<file path="src/rtl/bcd2bin32.sv">
// bcd2bin32: iterative packed-BCD to 32-bit unsigned binary converter.
// One decimal digit per clock, most significant first: acc = acc*10 + digit.
// Shares the start/busy/fin handshake and digit layout of bin2bcd32.
// Optional macro BCD2BIN32_DIGIT_CHECK_EN: flag used digits greater than 9 on err.
module bcd2bin32 #(
   parameter int NDIG = 10
) (
   input  logic        CLK,
   input  logic        RST,
   input  logic        en,
   input  logic [3:0]  bcd0,
   input  logic [3:0]  bcd1,
   input  logic [3:0]  bcd2,
   input  logic [3:0]  bcd3,
   input  logic [3:0]  bcd4,
   input  logic [3:0]  bcd5,
   input  logic [3:0]  bcd6,
   input  logic [3:0]  bcd7,
   input  logic [3:0]  bcd8,
   input  logic [3:0]  bcd9,
   output logic [31:0] bin,
   output logic        ovf,
   output logic        err,
   output logic        busy,
   output logic        fin
);

   localparam int SW = 4 * NDIG;

   typedef enum logic [1:0] {IDLE, RUN, DONE} state_t;

   state_t         state_q, state_d;
   logic [33:0]    acc_q, acc_d, acc_step;
   logic [SW-1:0]  sr_q, sr_d, din;
   logic [3:0]     cnt_q, cnt_d;
   logic [3:0]     top;
   logic [31:0]    bin_q, bin_d;
   logic           ovf_q, ovf_d;
   logic [3:0]     dig [10];

   assign dig = '{bcd0, bcd1, bcd2, bcd3, bcd4, bcd5, bcd6, bcd7, bcd8, bcd9};

   // Pack the used digits, units in the low nibble; unused digit ports are dropped
   always_comb begin
      din = '0;
      for (int i = 0; i < NDIG; i++) din[4*i +: 4] = dig[i];
   end

   // MSD sits at the top of the shift register; acc*10 as (acc<<3)+(acc<<1).
   // 34 bits hold ten digits of 15, so the sum never wraps.
   assign top      = sr_q[SW-1 -: 4];
   assign acc_step = {acc_q[30:0], 3'b000} + {acc_q[32:0], 1'b0} + {30'd0, top};

   // Next-state and datapath updates for the IDLE/RUN/DONE sequence
   always_comb begin
      state_d = state_q;
      acc_d   = acc_q;
      sr_d    = sr_q;
      cnt_d   = cnt_q;
      bin_d   = bin_q;
      ovf_d   = ovf_q;
      case (state_q)
         IDLE: begin
            if (en) begin
               sr_d    = din;
               acc_d   = '0;
               cnt_d   = 4'(NDIG);
               state_d = RUN;
            end
         end
         RUN: begin
            acc_d = acc_step;
            sr_d  = sr_q << 4;
            cnt_d = cnt_q - 4'd1;
            if (cnt_q == 4'd1) begin
               state_d = DONE;
               bin_d   = acc_step[31:0];
               ovf_d   = |acc_step[33:32];
            end
         end
         DONE:    state_d = IDLE;
         default: state_d = IDLE;
      endcase
   end

   // State and datapath registers, synchronous reset
   always_ff @(posedge CLK) begin
      if (RST) begin
         state_q <= IDLE;
         acc_q   <= '0;
         sr_q    <= '0;
         cnt_q   <= '0;
         bin_q   <= '0;
         ovf_q   <= 1'b0;
      end else begin
         state_q <= state_d;
         acc_q   <= acc_d;
         sr_q    <= sr_d;
         cnt_q   <= cnt_d;
         bin_q   <= bin_d;
         ovf_q   <= ovf_d;
      end
   end

`ifdef BCD2BIN32_DIGIT_CHECK_EN
   logic derr_q, derr_d;
   logic err_q, err_d;

   // Sticky invalid-digit flag over the consumed digits, published on DONE entry
   always_comb begin
      derr_d = derr_q;
      err_d  = err_q;
      case (state_q)
         IDLE: if (en) derr_d = 1'b0;
         RUN: begin
            derr_d = derr_q | (top > 4'd9);
            if (cnt_q == 4'd1) err_d = derr_d;
         end
         default: ;
      endcase
   end

   // Digit-check registers
   always_ff @(posedge CLK) begin
      if (RST) begin
         derr_q <= 1'b0;
         err_q  <= 1'b0;
      end else begin
         derr_q <= derr_d;
         err_q  <= err_d;
      end
   end

   assign err = err_q;
`else
   assign err = 1'b0;
`endif

   assign bin  = bin_q;
   assign ovf  = ovf_q;
   assign busy = (state_q != IDLE);
   assign fin  = (state_q == DONE);

endmodule

</file>
<file path="config.mk">
export PLATFORM = sky130hd
export DESIGN_NAME = bcd2bin32
export DESIGN_NICKNAME = d
export VERILOG_FILES = /design/src/rtl/bcd2bin32.sv
export SDC_FILE = /design/constraint.sdc
export NUM_CORES = 1
export LEC_CHECK = 0
export ABC_AREA = 0
export CAP_MARGIN = 20
export CORE_ASPECT_RATIO = 0.5
export CORE_MARGIN = 2
export CORE_UTILIZATION = 60
export CTS_CLUSTER_DIAMETER = 60
export DETAILED_ROUTE_END_ITERATION = 10
export PLACE_DENSITY = 0.83
export SLEW_MARGIN = 20
export SYNTH_ARGS = -nofsm -noshare
export SYNTH_HDL_FRONTEND = slang
export SYNTH_SLANG_ARGS = --single-unit
</file>
<file path="constraint.sdc">
create_clock -name CLK -period 4.8 [get_ports CLK]
set_input_delay 0.72 -clock CLK [delete_from_list [all_inputs] [get_ports CLK]]
set_output_delay 0.72 -clock CLK [all_outputs]
set_load 0.05 [all_outputs]
</file>
-- After elaboration in Yosys (flattened, before gate mapping)
Cells that the tools add are included.
- register bits: 112
- memory bits (writable): 0
- output and inout port bits: 36
- bits in read-only memories: 0
- word-level logic and storage cells: 30
- bits of input ports: 43
- latch bits: 0
- memories kept: 0
- reduce and logical (&&, ||, !) cells: 7
- bitwise gates (word level): 0
- shift-type cells: 0
- $lt $le $gt $ge: 0
- add/subtract/negate cells: 3
- muxes and demuxes: 9
- divide/modulo/power cells: 0
- equality and inequality tests: 5
- multipliers: 0
- operators with widths (kind ; number):
    40-bit case mux with 2 select lines ; 1
    33-bit case mux with 2 select lines ; 1
    40-bit 2-to-1 mux ; 1
    34-bit adder ; 1
    34-bit by 4-bit adder with 34-bit output ; 1
    33-bit 2-to-1 mux ; 1
    4-bit case mux with 2 select lines ; 1
    2-bit AND reduction ; 3
    4-bit by 1-bit == test with 1-bit output, second input constant ; 1
    2-bit 2-to-1 mux ; 2
    4-bit 2-to-1 mux ; 1
    2-bit != test, second input constant ; 2
    2-bit case mux with 2 select lines ; 1
    2-bit nonzero test ; 2
    4-bit by 1-bit subtractor with 4-bit output, second input constant ; 1
    2-bit by 1-bit == test with 1-bit output, second input constant ; 1
    2-bit == test, second input constant ; 1
    2-bit logical NOT ; 1
    2-bit OR reduction ; 1

-- Longest topological paths before layout
- depth in word-level cells: 3
- gate-level depth with buffers: 12
- depth with buffers taken out: 12

-- Worst setup path after synthesis
Ideal clock, no wire load.
- path type: register to register
- start point: register acc_q[0]
- end point: register acc_q[25]
- data required time: 4683 ps
- period minus slack after synthesis: 2905 ps
- arrival: 2788 ps
- path slack: 1895 ps
- buffers on the path: 0
- setup time: 117 ps
- cell stages (with the launch flop): 12
- cells stage by stage: dfxtp_1 -> inv_1 -> fa_1 -> inv_1 -> ha_1 -> a211oi_1 -> o21bai_1 -> o211ai_2 -> a211oi_1 -> o21a_1 -> or3_1 -> a32o_1
- longest elaborated chain between the ends: 3
- ends and longest elaborated chain (item ; RTL line ; text):
    from (decl) ; 33 ; logic [33:0] acc_q, acc_d, acc_step;
    from (signal assigned) ; 90 ; acc_q <= '0;
    from (signal assigned) ; 97 ; acc_q <= acc_d;
    34-bit adder ; 52 ; assign acc_step = {acc_q[30:0], 3'b000} + {acc_q[32:0], 1'b0} + {30'd0, top};
    34-bit by 4-bit adder with 34-bit output ; 52 ;
    33-bit case mux with 2 select lines ; 62 ; case (state_q)
Every way passes these cells.
A chain may end at the register's enable or synchronous reset.

-- Final worst setup path
- start point: register acc_q[0]
- end point: register bin_q[30] (netlist: bin[30])
- longest elaborated chain between the ends: 2
- ends and longest elaborated chain (item ; RTL line ; text):
    34-bit adder ; 52 ;
    34-bit by 4-bit adder with 34-bit output ; 52 ;
    to (signal assigned) ; 100 ; bin_q <= bin_d;
    to (decl) ; 37 ; logic [31:0] bin_q, bin_d;
Every way passes these cells.

==> flow_metrics.env <==
export IMPL_outcome="complete, no violations"
export IMPL_fmax_mhz=296.3
export IMPL_synth_most_common_cell="nor2_1"
export IMPL_die_area_sq_um=11670
export IMPL_fin_crit_ns=3.375
export IMPL_grt_pass1_vias=5515
export IMPL_wl_per_cell_um=15.44
export IMPL_antenna_cells=0
export IMPL_cts_tree="yes"
export IMPL_drt_iter0_markers=381
export IMPL_num_vias=5879
export IMPL_ys_warn_count=0
export IMPL_clkLatencyLatePin_ns=0.35
export IMPL_relSlewSlack=0.3600
export IMPL_clkTransAtPathRegs_ns=0.07
export IMPL_instances_no_fill=1006
export IMPL_netlist_area_sq_um=6461
export IMPL_fp_row_count=26
export IMPL_overflow=0
export IMPL_synth_cells=812
export IMPL_grt_max_degree=52
export IMPL_start_util=0.6246
export IMPL_setup_tns_ns=0
export IMPL_netlist_area_leader_share=0.3470
export IMPL_peakVddDrop_uv=193.1
export IMPL_dp_cells=990
export IMPL_setup_viol=0
export IMPL_hold_viol=0
export IMPL_drive_gt1_frac=0.04850
export IMPL_worstPathMaxFanout=3
export IMPL_worstMarginPinSlew_ns=0.9577
export IMPL_io_buffers=77
export IMPL_synth_edff_count=0
export IMPL_yosysTopAreaCell="dfxtp_1"
export IMPL_grt_use_total=0.2759
export IMPL_multi_input_area_sq_um=3990
export IMPL_vias_per_cell=5.844
export IMPL_fin_crit_sh=0.7031
export IMPL_final_seq_area_sq_um=2243
export IMPL_synthDistinctLibCells=57
export IMPL_r2r_start="acc_q[0]"
export IMPL_clock_sinks=112
export IMPL_syn_nets=921
export IMPL_postCtsSetupRepairBufs=0
export IMPL_clockBufferDepth=2
export IMPL_synth_seq_area_share=0.3470
export IMPL_ys_seq_elements=112
export IMPL_drc=0
export IMPL_hold_buffers=0
export IMPL_startpoint_type="register"
export IMPL_io_pins=79
export IMPL_grt_first_pass_wirelength_um=26200
export IMPL_p_per_area_nw_per_um2=279.3
export IMPL_rsz0062_at_grt="false"
export IMPL_yosys_most_used_dff="dfxtp_1"
export IMPL_hpwl_um=10870
export IMPL_avgSynthCellArea_sq_um=7.957
export IMPL_cts_root_buf="clkbuf_16"
export IMPL_drv_slew=0
export IMPL_dr_pass1_iters=4
export IMPL_h_tree_depth=3
export IMPL_nets=970
export IMPL_crit_path_end_kind="register"
export IMPL_synth_area_leaders="dfxtp_1, ha_1, nor2_1, a21oi_1, nand2_1"
export IMPL_core_area_sq_um=10340
export IMPL_nFillCells=816
export IMPL_antenna_found_initial=0
export IMPL_crit_required_ns=5.04
export IMPL_ant_nets=0
export IMPL_syn_to_final_growth_pct=17.58
export IMPL_cts_resized=0
export IMPL_gp_congestion=0.9143
export IMPL_crit_start="acc_q[0]"
export IMPL_skew_ns=0.006928
export IMPL_cap_violations=0
export IMPL_path_class="reg -> reg"
export IMPL_worstPathArrival_ns=3.61
export IMPL_synth_common_cells="nor2_1, dfxtp_1, a21oi_1"
export IMPL_total_leakage_power_nw=3.300
export IMPL_hold_path_class="reg -> reg"
export IMPL_async_flop_share=0
export IMPL_die_w_um=150.8
export IMPL_min_from="bin[0]"
export IMPL_die_h_um=77.38
export IMPL_numCtsBuffers=9
export IMPL_routed_wl_um=15530
per-layer routing:
metal | share of wire | wire length [um] | track usage
met5 | 0 | 0 | 0
met3 | 0.058 | 898 | 0.05353
met2 | 0.44 | 6796 | 0.4359
met4 | 0.013 | 197 | 0.06729
met1 | 0.49 | 7640 | 0.3898
final cells by class:
type	count	area share
repair buffers	86	0.1097
well taps	140	0.02306
clock buffers	12	0.03244
inverters	15	0.007411
clock inverters	4	0.006917
flip-flops and latches	112	0.2953
multi-input cells	637	0.5252
final timing paths:
kind	endpoint	cells after the start	slack [ns]
worst max-delay path	bin[30]	11	1.43
worst min-delay path	bin[0]	2	0.46
worst max register to register	bin[30]	11	1.43
worst min register to register	bin[0]	2	0.46
per-stage QoR:
step                total power [mW]  hold WS, ns  worst slack [ns]    util  cell area (sq um)
detailed placement             1.372       0.4467             1.515  0.7055               7298
global placement               1.363       0.4413             1.559  0.7055               7298
global route                   2.221       0.4779             1.211  0.7344               7597
CTS                            2.129       0.4570             1.496  0.7344               7597
floorplan                      1.273       0.4368             1.895       -               6461
finish                         2.122       0.4553             1.425  0.7344               7597
layout by cell type, fill, tap and decap left out, types with 9 or more instances in the layout:
cell type        Yosys  layout
inv_1               15      15
xnor2_1             12      12
nor2_1             137     135
dfxtp_1            112     111
a22o_1              23      23
nand3_1             13      13
clkdlybuf4s50_1      0      76
nor2b_1             41      40
buf_4                1       9
or3_1                9       9
ha_1                64      64
nand2_1             74      74
nor3_1              35      35
clkbuf_16            0       9
xor2_1              12      12
a21oi_1             80      80
o21ai_0             24      24
where the power goes:
| part | internal (mW) | total [mW] | switching (mW) |
|---|---|---|---|
| registers | 0.984 | 1.02 | 0.0387 |
| clock network | 0.422 | 0.768 | 0.346 |
| logic | 0.146 | 0.332 | 0.186 |
| total | 1.55 | 2.12 | 0.571 |
registers in the layout, indices dropped and copies added, names as in the netlist:
name and cells:
sr_q 40, ovf 1, cnt_q 4, bin 32
acc_q 33, state_q 2
critical path, stage by stage, from the launching register on:
cell,delay (ns)
dfxtp_1,0.36
inv_1,0.07
fa_1,0.52
fa_1,0.47
nor2b_1,0.19
o2111ai_1,0.19
a211oi_1,0.49
o21ai_0,0.27
a31oi_1,0.28
o22ai_1,0.14
xor2_1,0.18
o21ai_0,0.10
cells by family (layout without fill, tap and decap cells):
family,Yosys count,in the layout,synth area share
other,1,1,0.0005804
XOR/XNOR,24,24,0.03253
adder cells (fa/ha/maj),66,66,0.1301
AO/OA/AOI/OAI,199,199,0.2020
multiplexers,1,1,0.001743
buffers and inverters,63,117,0.03737
flip-flops,112,112,0.3470
AND/OR/NAND/NOR,346,346,0.2486
No activity file was read; power rests on OpenSTA's default activity.
